===== src/rtl/wb_scheduler_pkg.sv =====
// wb_sched_pkg: unit encoding, reservation entry type and latency decode shared by the scheduler.
package wb_sched_pkg;
    typedef enum logic [1:0] {ALU = 2'd0, MEM = 2'd1, FPU = 2'd2, DIV = 2'd3} unit_e;

    typedef struct packed {
        logic       valid;
        logic [4:0] rd;
        unit_e      unit;
    } wb_entry_t;

    function automatic int unit_latency(input logic [3:0] du, input int alu_lat, input int mem_lat,
                                        input int fpu_lat, input int div_lat);
        return du == 4'b0001 ? alu_lat : du == 4'b0010 ? mem_lat :
               du == 4'b0100 ? fpu_lat : du == 4'b1000 ? div_lat : 0;
    endfunction

    function automatic unit_e unit_code(input logic [3:0] du);
        return du[3] ? DIV : du[2] ? FPU : du[1] ? MEM : ALU;
    endfunction
endpackage


===== src/rtl/wb_scheduler_if.sv =====
// wb_scheduler_if: dispatch candidate, issue handshake and writeback-owner signals.
interface wb_scheduler_if;
    logic       in_valid;
    logic       in_ready;
    logic [3:0] dispatch_unit;
    logic       reg_write;
    logic       fpu_reg_write;
    logic [4:0] rd;
    logic [4:0] rs1;
    logic [4:0] rs2;
    logic [4:0] rs3;
    logic [2:0] rs_used;
    logic [2:0] rs_fpu;
    logic       issue;
    logic       illegal;
    logic       wb_int_valid;
    logic [4:0] wb_int_rd;
    logic [1:0] wb_int_unit;
    logic       wb_fp_valid;
    logic [4:0] wb_fp_rd;
    logic [1:0] wb_fp_unit;
    logic       div_busy;

    modport master (
        output in_valid, dispatch_unit, reg_write, fpu_reg_write, rd, rs1, rs2, rs3, rs_used, rs_fpu,
        input  in_ready, issue, illegal, wb_int_valid, wb_int_rd, wb_int_unit,
               wb_fp_valid, wb_fp_rd, wb_fp_unit, div_busy
    );

    modport slave (
        input  in_valid, dispatch_unit, reg_write, fpu_reg_write, rd, rs1, rs2, rs3, rs_used, rs_fpu,
        output in_ready, issue, illegal, wb_int_valid, wb_int_rd, wb_int_unit,
               wb_fp_valid, wb_fp_rd, wb_fp_unit, div_busy
    );
endinterface


===== src/rtl/wb_reservation_ring.sv =====
// wb_reservation_ring: shifting writeback reservation window for one register-file port,
// with slot-occupied, source-match and destination-match queries.
module wb_reservation_ring
    import wb_sched_pkg::*;
#(
    parameter int DEPTH   = 8,
    parameter bit EXCL_X0 = 1'b0,
    parameter int IW      = $clog2(DEPTH + 1)
) (
    input  logic            clk,
    input  logic            rst_n,
    input  logic            ins_en,
    input  logic [IW-1:0]   ins_idx,
    input  wb_entry_t       ins_entry,
    input  logic [IW-1:0]   lat_idx,
    output logic            occupied,
    input  logic [2:0]      src_en,
    input  logic [2:0][4:0] src_rd,
    output logic            src_hit,
    input  logic            dst_en,
    input  logic [4:0]      dst_rd,
    output logic            dst_hit,
    output wb_entry_t       head
);
    wb_entry_t win_q [0:DEPTH];
    wb_entry_t win_d [0:DEPTH];

    // x0 on the integer port holds a slot but never creates a hazard
    function automatic logic hit(input wb_entry_t e, input logic [4:0] r);
        return e.valid && e.rd == r && !(EXCL_X0 && r == 5'd0);
    endfunction

    always_comb begin
        for (int j = 0; j < DEPTH; j++) win_d[j] = win_q[j+1];
        win_d[DEPTH] = '0;
        if (ins_en) win_d[ins_idx] = ins_entry;
    end

    always_ff @(posedge clk or negedge rst_n) begin
        if (!rst_n) win_q <= '{default: '0};
        else        win_q <= win_d;
    end

    always_comb begin
        src_hit = 1'b0;
        dst_hit = 1'b0;
        for (int j = 0; j <= DEPTH; j++) begin
            for (int k = 0; k < 3; k++)
                src_hit = src_hit | (j > 0 && src_en[k] && hit(win_q[j], src_rd[k]));
            dst_hit = dst_hit | (dst_en && IW'(j) >= lat_idx && hit(win_q[j], dst_rd));
        end
    end

    assign occupied = win_q[lat_idx].valid;
    assign head     = win_q[0];
endmodule


===== src/rtl/wb_scheduler.sv =====
// wb_scheduler: issue-stage gate checking unit, writeback-port, RAW and WAW availability,
// and publishing the owner of each writeback port every cycle.
module wb_scheduler
    import wb_sched_pkg::*;
#(
    parameter int ALU_LAT = 1,
    parameter int MEM_LAT = 2,
    parameter int FPU_LAT = 3,
    parameter int DIV_LAT = 8
) (
    input logic           clk,
    input logic           rst_n,
    wb_scheduler_if.slave bus
);
    localparam int IW = $clog2(DIV_LAT + 1);

    logic [3:0]      du;
    logic            has_unit, wr_any, malformed, ready, fire;
    logic [IW-1:0]   lat_idx, ins_idx;
    logic            int_occ, fp_occ, int_src_hit, fp_src_hit, int_dst_hit, fp_dst_hit;
    wb_entry_t       ins_entry, int_head, fp_head;
    logic [2:0][4:0] src_rd;
    logic [IW-1:0]   div_cnt_q, div_cnt_d;

    assign du        = bus.dispatch_unit;
    assign has_unit  = du != 4'b0;
    assign wr_any    = bus.reg_write | bus.fpu_reg_write;
    assign malformed = (has_unit && !$onehot(du)) || (bus.reg_write && bus.fpu_reg_write) ||
                       (wr_any && !has_unit);
    assign lat_idx   = IW'(unit_latency(du, ALU_LAT, MEM_LAT, FPU_LAT, DIV_LAT));
    assign ins_idx   = lat_idx - IW'(1);
    assign ins_entry = '{valid: 1'b1, rd: bus.rd, unit: unit_code(du)};
    assign src_rd    = {bus.rs3, bus.rs2, bus.rs1};

    assign ready = !malformed && !(bus.reg_write && int_occ) && !(bus.fpu_reg_write && fp_occ) &&
                   !(du[3] && div_cnt_q != '0) && !int_src_hit && !fp_src_hit &&
                   !int_dst_hit && !fp_dst_hit;
    assign fire  = bus.in_valid && ready;

    wb_reservation_ring #(.DEPTH(DIV_LAT), .EXCL_X0(1'b1)) u_int_ring (
        .clk      (clk),
        .rst_n    (rst_n),
        .ins_en   (fire && bus.reg_write && has_unit),
        .ins_idx  (ins_idx),
        .ins_entry(ins_entry),
        .lat_idx  (lat_idx),
        .occupied (int_occ),
        .src_en   (bus.rs_used & ~bus.rs_fpu),
        .src_rd   (src_rd),
        .src_hit  (int_src_hit),
        .dst_en   (bus.reg_write && has_unit),
        .dst_rd   (bus.rd),
        .dst_hit  (int_dst_hit),
        .head     (int_head)
    );

    wb_reservation_ring #(.DEPTH(DIV_LAT), .EXCL_X0(1'b0)) u_fp_ring (
        .clk      (clk),
        .rst_n    (rst_n),
        .ins_en   (fire && bus.fpu_reg_write && has_unit),
        .ins_idx  (ins_idx),
        .ins_entry(ins_entry),
        .lat_idx  (lat_idx),
        .occupied (fp_occ),
        .src_en   (bus.rs_used & bus.rs_fpu),
        .src_rd   (src_rd),
        .src_hit  (fp_src_hit),
        .dst_en   (bus.fpu_reg_write && has_unit),
        .dst_rd   (bus.rd),
        .dst_hit  (fp_dst_hit),
        .head     (fp_head)
    );

    // Divider is non-pipelined: the counter spans the whole DIV initiation interval
    always_comb begin
        div_cnt_d = div_cnt_q != '0 ? div_cnt_q - IW'(1) : div_cnt_q;
        if (fire && du[3]) div_cnt_d = IW'(DIV_LAT - 1);
    end

    always_ff @(posedge clk or negedge rst_n) begin
        if (!rst_n) div_cnt_q <= '0;
        else        div_cnt_q <= div_cnt_d;
    end

    assign bus.in_ready     = ready;
    assign bus.issue        = fire;
    assign bus.illegal      = bus.in_valid && malformed;
    assign bus.div_busy     = div_cnt_q != '0;
    assign bus.wb_int_valid = int_head.valid;
    assign bus.wb_int_rd    = int_head.rd;
    assign bus.wb_int_unit  = int_head.unit;
    assign bus.wb_fp_valid  = fp_head.valid;
    assign bus.wb_fp_rd     = fp_head.rd;
    assign bus.wb_fp_unit   = fp_head.unit;
endmodule


===== src/flat_wrapper.sv =====
// flat-port wrapper written by rule: the top's interface ports become plain ports
module wb_scheduler_flat import wb_sched_pkg::*;
#(
    parameter int ALU_LAT = 1,
    parameter int MEM_LAT = 2,
    parameter int FPU_LAT = 3,
    parameter int DIV_LAT = 8
)
  (clk, rst_n, bus_in_valid, bus_dispatch_unit, bus_reg_write, bus_fpu_reg_write, bus_rd, bus_rs1, bus_rs2, bus_rs3, bus_rs_used, bus_rs_fpu, bus_in_ready, bus_issue, bus_illegal, bus_wb_int_valid, bus_wb_int_rd, bus_wb_int_unit, bus_wb_fp_valid, bus_wb_fp_rd, bus_wb_fp_unit, bus_div_busy);
  wb_scheduler_if bus_i ();
  input logic clk;
  input logic rst_n;
  input wire logic [$bits(bus_i.in_valid)-1:0] bus_in_valid;
  input wire logic [$bits(bus_i.dispatch_unit)-1:0] bus_dispatch_unit;
  input wire logic [$bits(bus_i.reg_write)-1:0] bus_reg_write;
  input wire logic [$bits(bus_i.fpu_reg_write)-1:0] bus_fpu_reg_write;
  input wire logic [$bits(bus_i.rd)-1:0] bus_rd;
  input wire logic [$bits(bus_i.rs1)-1:0] bus_rs1;
  input wire logic [$bits(bus_i.rs2)-1:0] bus_rs2;
  input wire logic [$bits(bus_i.rs3)-1:0] bus_rs3;
  input wire logic [$bits(bus_i.rs_used)-1:0] bus_rs_used;
  input wire logic [$bits(bus_i.rs_fpu)-1:0] bus_rs_fpu;
  output wire logic [$bits(bus_i.in_ready)-1:0] bus_in_ready;
  output wire logic [$bits(bus_i.issue)-1:0] bus_issue;
  output wire logic [$bits(bus_i.illegal)-1:0] bus_illegal;
  output wire logic [$bits(bus_i.wb_int_valid)-1:0] bus_wb_int_valid;
  output wire logic [$bits(bus_i.wb_int_rd)-1:0] bus_wb_int_rd;
  output wire logic [$bits(bus_i.wb_int_unit)-1:0] bus_wb_int_unit;
  output wire logic [$bits(bus_i.wb_fp_valid)-1:0] bus_wb_fp_valid;
  output wire logic [$bits(bus_i.wb_fp_rd)-1:0] bus_wb_fp_rd;
  output wire logic [$bits(bus_i.wb_fp_unit)-1:0] bus_wb_fp_unit;
  output wire logic [$bits(bus_i.div_busy)-1:0] bus_div_busy;
  assign bus_i.in_valid = bus_in_valid;
  assign bus_i.dispatch_unit = bus_dispatch_unit;
  assign bus_i.reg_write = bus_reg_write;
  assign bus_i.fpu_reg_write = bus_fpu_reg_write;
  assign bus_i.rd = bus_rd;
  assign bus_i.rs1 = bus_rs1;
  assign bus_i.rs2 = bus_rs2;
  assign bus_i.rs3 = bus_rs3;
  assign bus_i.rs_used = bus_rs_used;
  assign bus_i.rs_fpu = bus_rs_fpu;
  assign bus_in_ready = bus_i.in_ready;
  assign bus_issue = bus_i.issue;
  assign bus_illegal = bus_i.illegal;
  assign bus_wb_int_valid = bus_i.wb_int_valid;
  assign bus_wb_int_rd = bus_i.wb_int_rd;
  assign bus_wb_int_unit = bus_i.wb_int_unit;
  assign bus_wb_fp_valid = bus_i.wb_fp_valid;
  assign bus_wb_fp_rd = bus_i.wb_fp_rd;
  assign bus_wb_fp_unit = bus_i.wb_fp_unit;
  assign bus_div_busy = bus_i.div_busy;
  wb_scheduler #(.ALU_LAT(ALU_LAT), .MEM_LAT(MEM_LAT), .FPU_LAT(FPU_LAT), .DIV_LAT(DIV_LAT)) u_core (.clk(clk), .rst_n(rst_n), .bus(bus_i));
endmodule

===== config.mk =====
export PLATFORM = sky130hd
export DESIGN_NAME = wb_scheduler_flat
export DESIGN_NICKNAME = d
export VERILOG_FILES = /design/src/rtl/wb_scheduler_pkg.sv /design/src/rtl/wb_scheduler_if.sv /design/src/rtl/wb_reservation_ring.sv /design/src/rtl/wb_scheduler.sv /design/src/flat_wrapper.sv
export SDC_FILE = /design/constraint.sdc
export NUM_CORES = 1
export LEC_CHECK = 0
export ABC_AREA = 1
export CORE_MARGIN = 4
export CORE_UTILIZATION = 33
export DETAILED_ROUTE_END_ITERATION = 8
export REMOVE_ABC_BUFFERS = 1
export SYNTH_ARGS = -nofsm -noshare
export SYNTH_HDL_FRONTEND = slang
export SYNTH_SLANG_ARGS = --single-unit

===== constraint.sdc =====
create_clock -name clk -period 4.1 [get_ports clk]
set_clock_uncertainty 0.05 [all_clocks]
set_input_delay 0.41 -clock clk [delete_from_list [all_inputs] [get_ports clk]]
set_output_delay 0.41 -clock clk [all_outputs]
set_load 0.005 [all_outputs]

## Word-level counts from Yosys, hierarchy flattened

Cells that the tools add are included.
Widths: inputs -> output; s select.

| storage, ports and cells | value |
|---|---|
| register bits | 148 |
| bits in latches | 0 |
| memory bits (writable) | 0 |
| memory bits (read-only) | 0 |
| input port bits | 35 |
| output and inout bits | 20 |
| logic and storage cells | 461 |
| memories kept | 0 |

| cells by class | value |
|---|---|
| $add $sub $neg | 5 |
| multiply operators | 0 |
| divide/modulo/power cells | 0 |
| magnitude comparators | 12 |
| equal/unequal tests | 71 |
| shift operators | 0 |
| mux-type cells | 21 |
| bitwise logic cells | 68 |
| reductions and logical operators | 229 |

Operators with widths:

| operator | number |
|---|---|
| $eq 5x5->1 | 66 |
| $logic_and 1x1->1 | 206 |
| $bwmux 72 | 2 |
| $mux 72 | 2 |
| $bmux 8 s4 | 2 |
| $or 1x1->1 | 63 |
| $mux 8 | 5 |
| $demux 8 s4 | 1 |
| $mux 4 | 6 |
| $logic_not 5->1 | 4 |
| $ge 3x4->1 const A | 4 |
| $logic_not 1->1 | 14 |
| $ge 5x5->1 const B | 2 |
| $not 4->5 | 2 |
| $ge 1x4->1 const A | 2 |
| $ge 2x4->1 const A | 2 |
| $reduce_bool 4->1 | 2 |
| $sub 4x1->4 const B | 2 |
| $and 3x3->3 | 2 |
| $lt 5x1->1 const B | 1 |
| $add 1x1->2 | 2 |
| $eq 4x1->1 const B | 1 |
| $eq 4x2->1 const B | 1 |
| $eq 4x3->1 const B | 1 |
| other kinds (9) | 11 |

## Depth between registers and ports, before layout

| depth | value |
|---|---|
| depth in word-level cells | 36 |
| gate-level depth with buffers | 20 |

## Hierarchy

From an unflattened synthesis, not the netlist that was laid out.

| unflattened totals | value |
|---|---|
| cells, all modules | 1,825 |
| area, all modules | 11,413.4 um^2 |

Modules (own cells, without submodules):

| module | times used | cells an instance | area an instance (um^2) | seq. area each (um^2) |
|---|---|---|---|---|
| wb_reservation_ring at u_core.u_fp_ring | 1 | 950 | 5,556.6 | 1,801.7 |
| wb_reservation_ring at u_core.u_int_ring | 1 | 780 | 5,260.0 | 1,801.7 |
| wb_scheduler | 1 | 95 | 596.8 | 100.1 |

## Worst setup path before layout

No wires, ideal clock.

| timing path | value |
|---|---|
| kind | input-to-output |
| start | in bus_dispatch_unit[2] |
| end | out bus_in_ready |
| arrival | 2,655 ps |
| required time | 3,640 ps |
| setup slack | 985 ps |
| stages | 16 |
| path buffers | 1 |
| cell sequence | inv_1 > ha_1 > ha_1 > fa_1 > inv_1 > nand2_1 > o21ai_0 > nand4_1 > nor2_1 > nand3_1 > nor2_1 > nand2_1 > nor2_1 > nand2_2 > nor2_8 > buf_6 |

| on the way | value |
|---|---|
| word-level cells in the longest chain between the ends | 19 |
| elaborated cells on any way between the ends | 102 |
| those cells by class | add/sub (2); order compare (9); eq/ne (5); mux (10); bitwise (17); reduce/logical (59) |

RTL lines:

| element | RTL line | RTL |
|---|---|---|
| from (decl) | flat_wrapper.sv:14 | `input wire logic [$bits(bus_i.dispatch_unit)-1:0] bus_dispatch_unit;` |
| $eq 4x4->1 | wb_scheduler_pkg.sv:14 | `du == 4'b0100 ? fpu_lat : du == 4'b1000 ? div_lat : 0;` |
| $mux 4 (2 in a row) | wb_scheduler_pkg.sv:14 |  |
| $mux 4 (2 in a row) | wb_scheduler_pkg.sv:13 | `return du == 4'b0001 ? alu_lat : du == 4'b0010 ? mem_lat :` |
| $ge 1x4->1 | wb_reservation_ring.sv:50 | `dst_hit = dst_hit \| (dst_en && IW'(j) >= lat_idx && hit(win_q[j], dst_rd));` |
| $logic_and 1x1->1 (2 in a row) | wb_reservation_ring.sv:50 |  |
| $or 1x1->1 (8 in a row) | wb_reservation_ring.sv:50 |  |
| $logic_not 1->1 | wb_scheduler.sv:37 | `!int_dst_hit && !fp_dst_hit;` |
| $logic_and 1x1->1 | wb_scheduler.sv:36 | `!(du[3] && div_cnt_q != '0) && !int_src_hit && !fp_src_hit &&` |
| $logic_and 1x1->1 * | wb_scheduler.sv:37 |  |
| to (decl) | flat_wrapper.sv:23 | `output wire logic [$bits(bus_i.in_ready)-1:0] bus_in_ready;` |

Every way passes the cells marked *; elsewhere a longest branch is shown, timed or not. The select of a mux whose other input is x is not followed.

## Worst setup path after layout

| timing path | value |
|---|---|
| start | in bus_dispatch_unit[2] |
| end | out bus_issue |

| on the way | value |
|---|---|
| word-level cells in the longest chain between the ends | 20 |
| elaborated cells on any way between the ends | 103 |
| those cells by class | add/sub (2); order compare (9); eq/ne (5); mux (10); bitwise (17); reduce/logical (60) |

RTL lines:

| element | RTL line | RTL |
|---|---|---|
| $eq 4x4->1 | wb_scheduler_pkg.sv:14 |  |
| $mux 4 (2 in a row) | wb_scheduler_pkg.sv:14 |  |
| $mux 4 (2 in a row) | wb_scheduler_pkg.sv:13 |  |
| $ge 1x4->1 | wb_reservation_ring.sv:50 |  |
| $logic_and 1x1->1 (2 in a row) | wb_reservation_ring.sv:50 |  |
| $or 1x1->1 (8 in a row) | wb_reservation_ring.sv:50 |  |
| $logic_not 1->1 | wb_scheduler.sv:37 |  |
| $logic_and 1x1->1 | wb_scheduler.sv:36 |  |
| $logic_and 1x1->1 * | wb_scheduler.sv:37 |  |
| $logic_and 1x1->1 * | wb_scheduler.sv:38 | `assign fire = bus.in_valid && ready;` |
| to (decl) | flat_wrapper.sv:24 | `output wire logic [$bits(bus_i.issue)-1:0] bus_issue;` |

Marks and branches as above.

==> impl_results.md <==
* Die Wd at 196.7 um
* Post-layout minimum cycle time at 3.802 ns
* Critical Path AT at 3.34 ns
* Max cap viols at 0
* Sw frac at 35.83%
* Vias/cell at 5.306
* Number of synthesized flops with an enable pin at 0
* Syn avg cell area at between 6 and 7 um^2
* Core ar. at about 35,000 um^2
* H-tree depth at 4
* Clock share of power at a little over a third
* Num rows at 68
* Pins over their slew limit at 0
* Crit path required time at 3.64 ns
* Max-slew headroom at between 40% and 50%
* Multi-input gate area at ~6500 um^2
* Ports at between 50 and 60
* Part of the power in combinational logic at 25.2%
* Root buf cell: clkbuf_16
* Prevailing post-synth register cell: dfrtp_1
* Die area at roughly 39,000 um^2
* Hold WS at -0.004934 ns
* Net Switching at between 1500 and 2000 uW
* Area delta synth->final at 11.36%
* Setup Buffers After CTS at 0
* DR iter-0 viols at around 1,500
* Top cell type's share of synthesized area at about a third
* Synth Warn # at 0
* Total Power at 4437 uW
* Cts bufs inserted at 17
* Pwr/cell area at ~340 nW/um^2
* Leak at 0.007047 uW
* Clk buf depth at 2
* Post-Syn Instances at 1,954
* Vias in the first global route at 11,890
* Starting Density at between 30% and 40%
* Worst-skew pair later-pin latency at around 0.45 ns
* Seq pwr share at 39.4%
* Status: complete, but fails checks
* DRT Wirelength at slightly below 50 mm
* Hold_buf cts at 0
* Tcrit/Tclk final at a little over 90%
* DRC at 0
* Flop2flop setup slack at 1.14 ns
* Worst vdd ir at 0.2005 mV
* Finished Core Util at 37.53%
* Crit end category: output pin
* Antenna Cells at 0
* FF+latch area at between 3000 and 4000 um^2
* Post-synth top cells: 796 x nand2_1, 262 x nor2_1, 148 x dfrtp_1
* Nets at between 1,500 and 2,000
* Tot GR Track Use at around a quarter
* Violated checks: negative hold slack
* Internal power consumption at roughly 2800 uW
* Fmax at approximately 260 MHz
* Worst setup margin at ~0.3 ns
* Area leader, netlist: dfrtp_1
* Final setup violation count at 0
* Max Fanout on Critical Path at 2
* Fraction of layout cells with a size suffix above 1 at under 10%
* Path type of the worst min-delay path: primary input to async pin
* Remaining Overflow, GRT at 0
* Slew @ Worst Pin at 0.8821 ns
* Distinct cells, synth at 36
* Synth area leaders: dfrtp_1 32%, nand2_1 25%, nor2_1 8.4%
* Largest net degree at the start of global routing at 95
* CTS tree: yes
* DR WL/cell at about 20 um
* Final Hold Fails at 10
* Worst Reg-to-Reg Cells at 17
* Most frequent cell after synthesis: nand2_1
* Clock Sinks at about 150
* Drt first pass iters at 5
* Die H at 196.7 um
* Buffers on Ports at 54
* Post-DRT Antenna Nets at 0
* Critical path class: primary input to output pin
* Asr flop ratio synth at 100.0%
* Via count at about 13,000
* Register bit total from synthesis at 148
* Setup crit start kind: primary input
* Setup WS pre-CTS at -0.1664 ns
* Hpwl dp at between 30 and 40 mm
* First-pass GRT wire length at approximately 74 mm
* RePlAce Congestion at approximately 0.94
* Fillcell total at between 3,000 and 4,000
* Post-synthesis sequential area ratio at about a third
* Initial antenna violation count at 1
* Synth Cell Area at 11,760 um^2
* RSZ-0062 raised after global routing: false
* Reg clk slew, reported paths at roughly 0.070 ns
power by group through the flow:
stage / combinational [uW] / sequential, uW / clock, uW
final: 1120 / 1750 / 1570
after global routing: 1240 / 1760 / 1650
after CTS: 1100 / 1740 / 1590
after detailed placement: 1090 / 1770 / 0
after global placement: 1080 / 1770 / 0
after floorplan: 611 / 1710 / 0
sequential cells by signal (all words and copies together) (netlist names):
name and cells:
u_core.u_int_ring.win_q 64, u_core.u_int_ring.head 8, u_core.u_fp_ring.win_q 64, u_core.u_fp_ring.head 8, u_core.div_cnt_q 4
kinds of logic (layout without fill, tap and decap cells):
logic type	count (synthesis)	after routing	share of synthesized area, %
and+or+nand+nor	1229	1229	42.60
AOI/OAI and AO/OA	185	185	8.089
adders and majority gates	12	12	1.341
DFF	148	148	31.50
other	1	16	0.03190
xor gates and xnor gates	38	38	2.831
buffers and inverters	341	313	13.60
worst paths after layout:
kind | from | endpoint
setup / recovery | bus_dispatch_unit[2] | bus_issue
hold / removal | rst_n | u_core.u_fp_ring.head[4]
setup reg to reg | u_core.u_fp_ring.win_q[50] | u_core.u_fp_ring.win_q[55]
hold reg to reg | u_core.u_int_ring.win_q[16] | u_core.u_int_ring.win_q[24]
max in group asynchronous | rst_n | u_core.u_int_ring.win_q[38]
min in group clk | u_core.u_int_ring.win_q[16] | u_core.u_int_ring.win_q[24]
per-stage QoR:
step,cell area [um^2],TNS [ns],cells
after floorplan,10820,0,1788
after global placement,12500,-0.1217,2364
after detailed placement,12500,-0.1911,2364
after CTS,13080,0,2396
after global routing,13090,0,2396
final,13090,0,2396
cells in the final DEF, fill, tap and decap left out, drive strengths merged, types with 5 or more instances in the layout:
master and count:
nor2 266, clkdlybuf4s50 50, o21ai 152, o22ai 5, buf 69, nand4 73
clkbuf 20, inv 166, xnor2 5, nand2 799, conb 16, a21oi 20
nor3 14, nand3 77, ha 11, dfrtp 148, xor2 33
area by class of cell:
cell class	instances	share of cell area (%)
Multi-Input combinational cell	1480	49.81
Sequential cell	148	28.29
Timing Repair Buffer	121	8.525
Inverter	160	4.626
Tap cell	455	4.349
Clock buffer	20	3.488
Clock inverter	12	0.9080
layer usage:
metal	vias to the layer above	wire (um)	GRT usage [%]
met3	153	4972	4.632
met2	775	21730	38.73
met4	2	2272	11.27
met5	-	7	0
li1	5943	-	-
met1	5840	20310	34.33
what timing repair did:
| action | in CTS | in global routing |
|---|---|---|
| setup endpoints to repair | 2 | 1 |
| resized for setup | 3 | 3 |
| pin swaps | 1 | 1 |
| endpoints found under the hold margin | 0 | 0 |
worst max-delay path, cell delays in order:
cell and delay [ns]:
clkdlybuf4s50_1 0.48, inv_1 0.06, ha_1 0.30, ha_1 0.22, fa_1 0.47, inv_1 0.06, nand2_1 0.05, o21ai_2 0.13
nand4_1 0.10, nor2_1 0.12, nand3_1 0.08, nor2_1 0.09, nand2_1 0.08, nor2_2 0.11, nand2_2 0.11, nor3_2 0.22
dlygate4sd2_1 0.26
(Power assumes the default switching activity.)
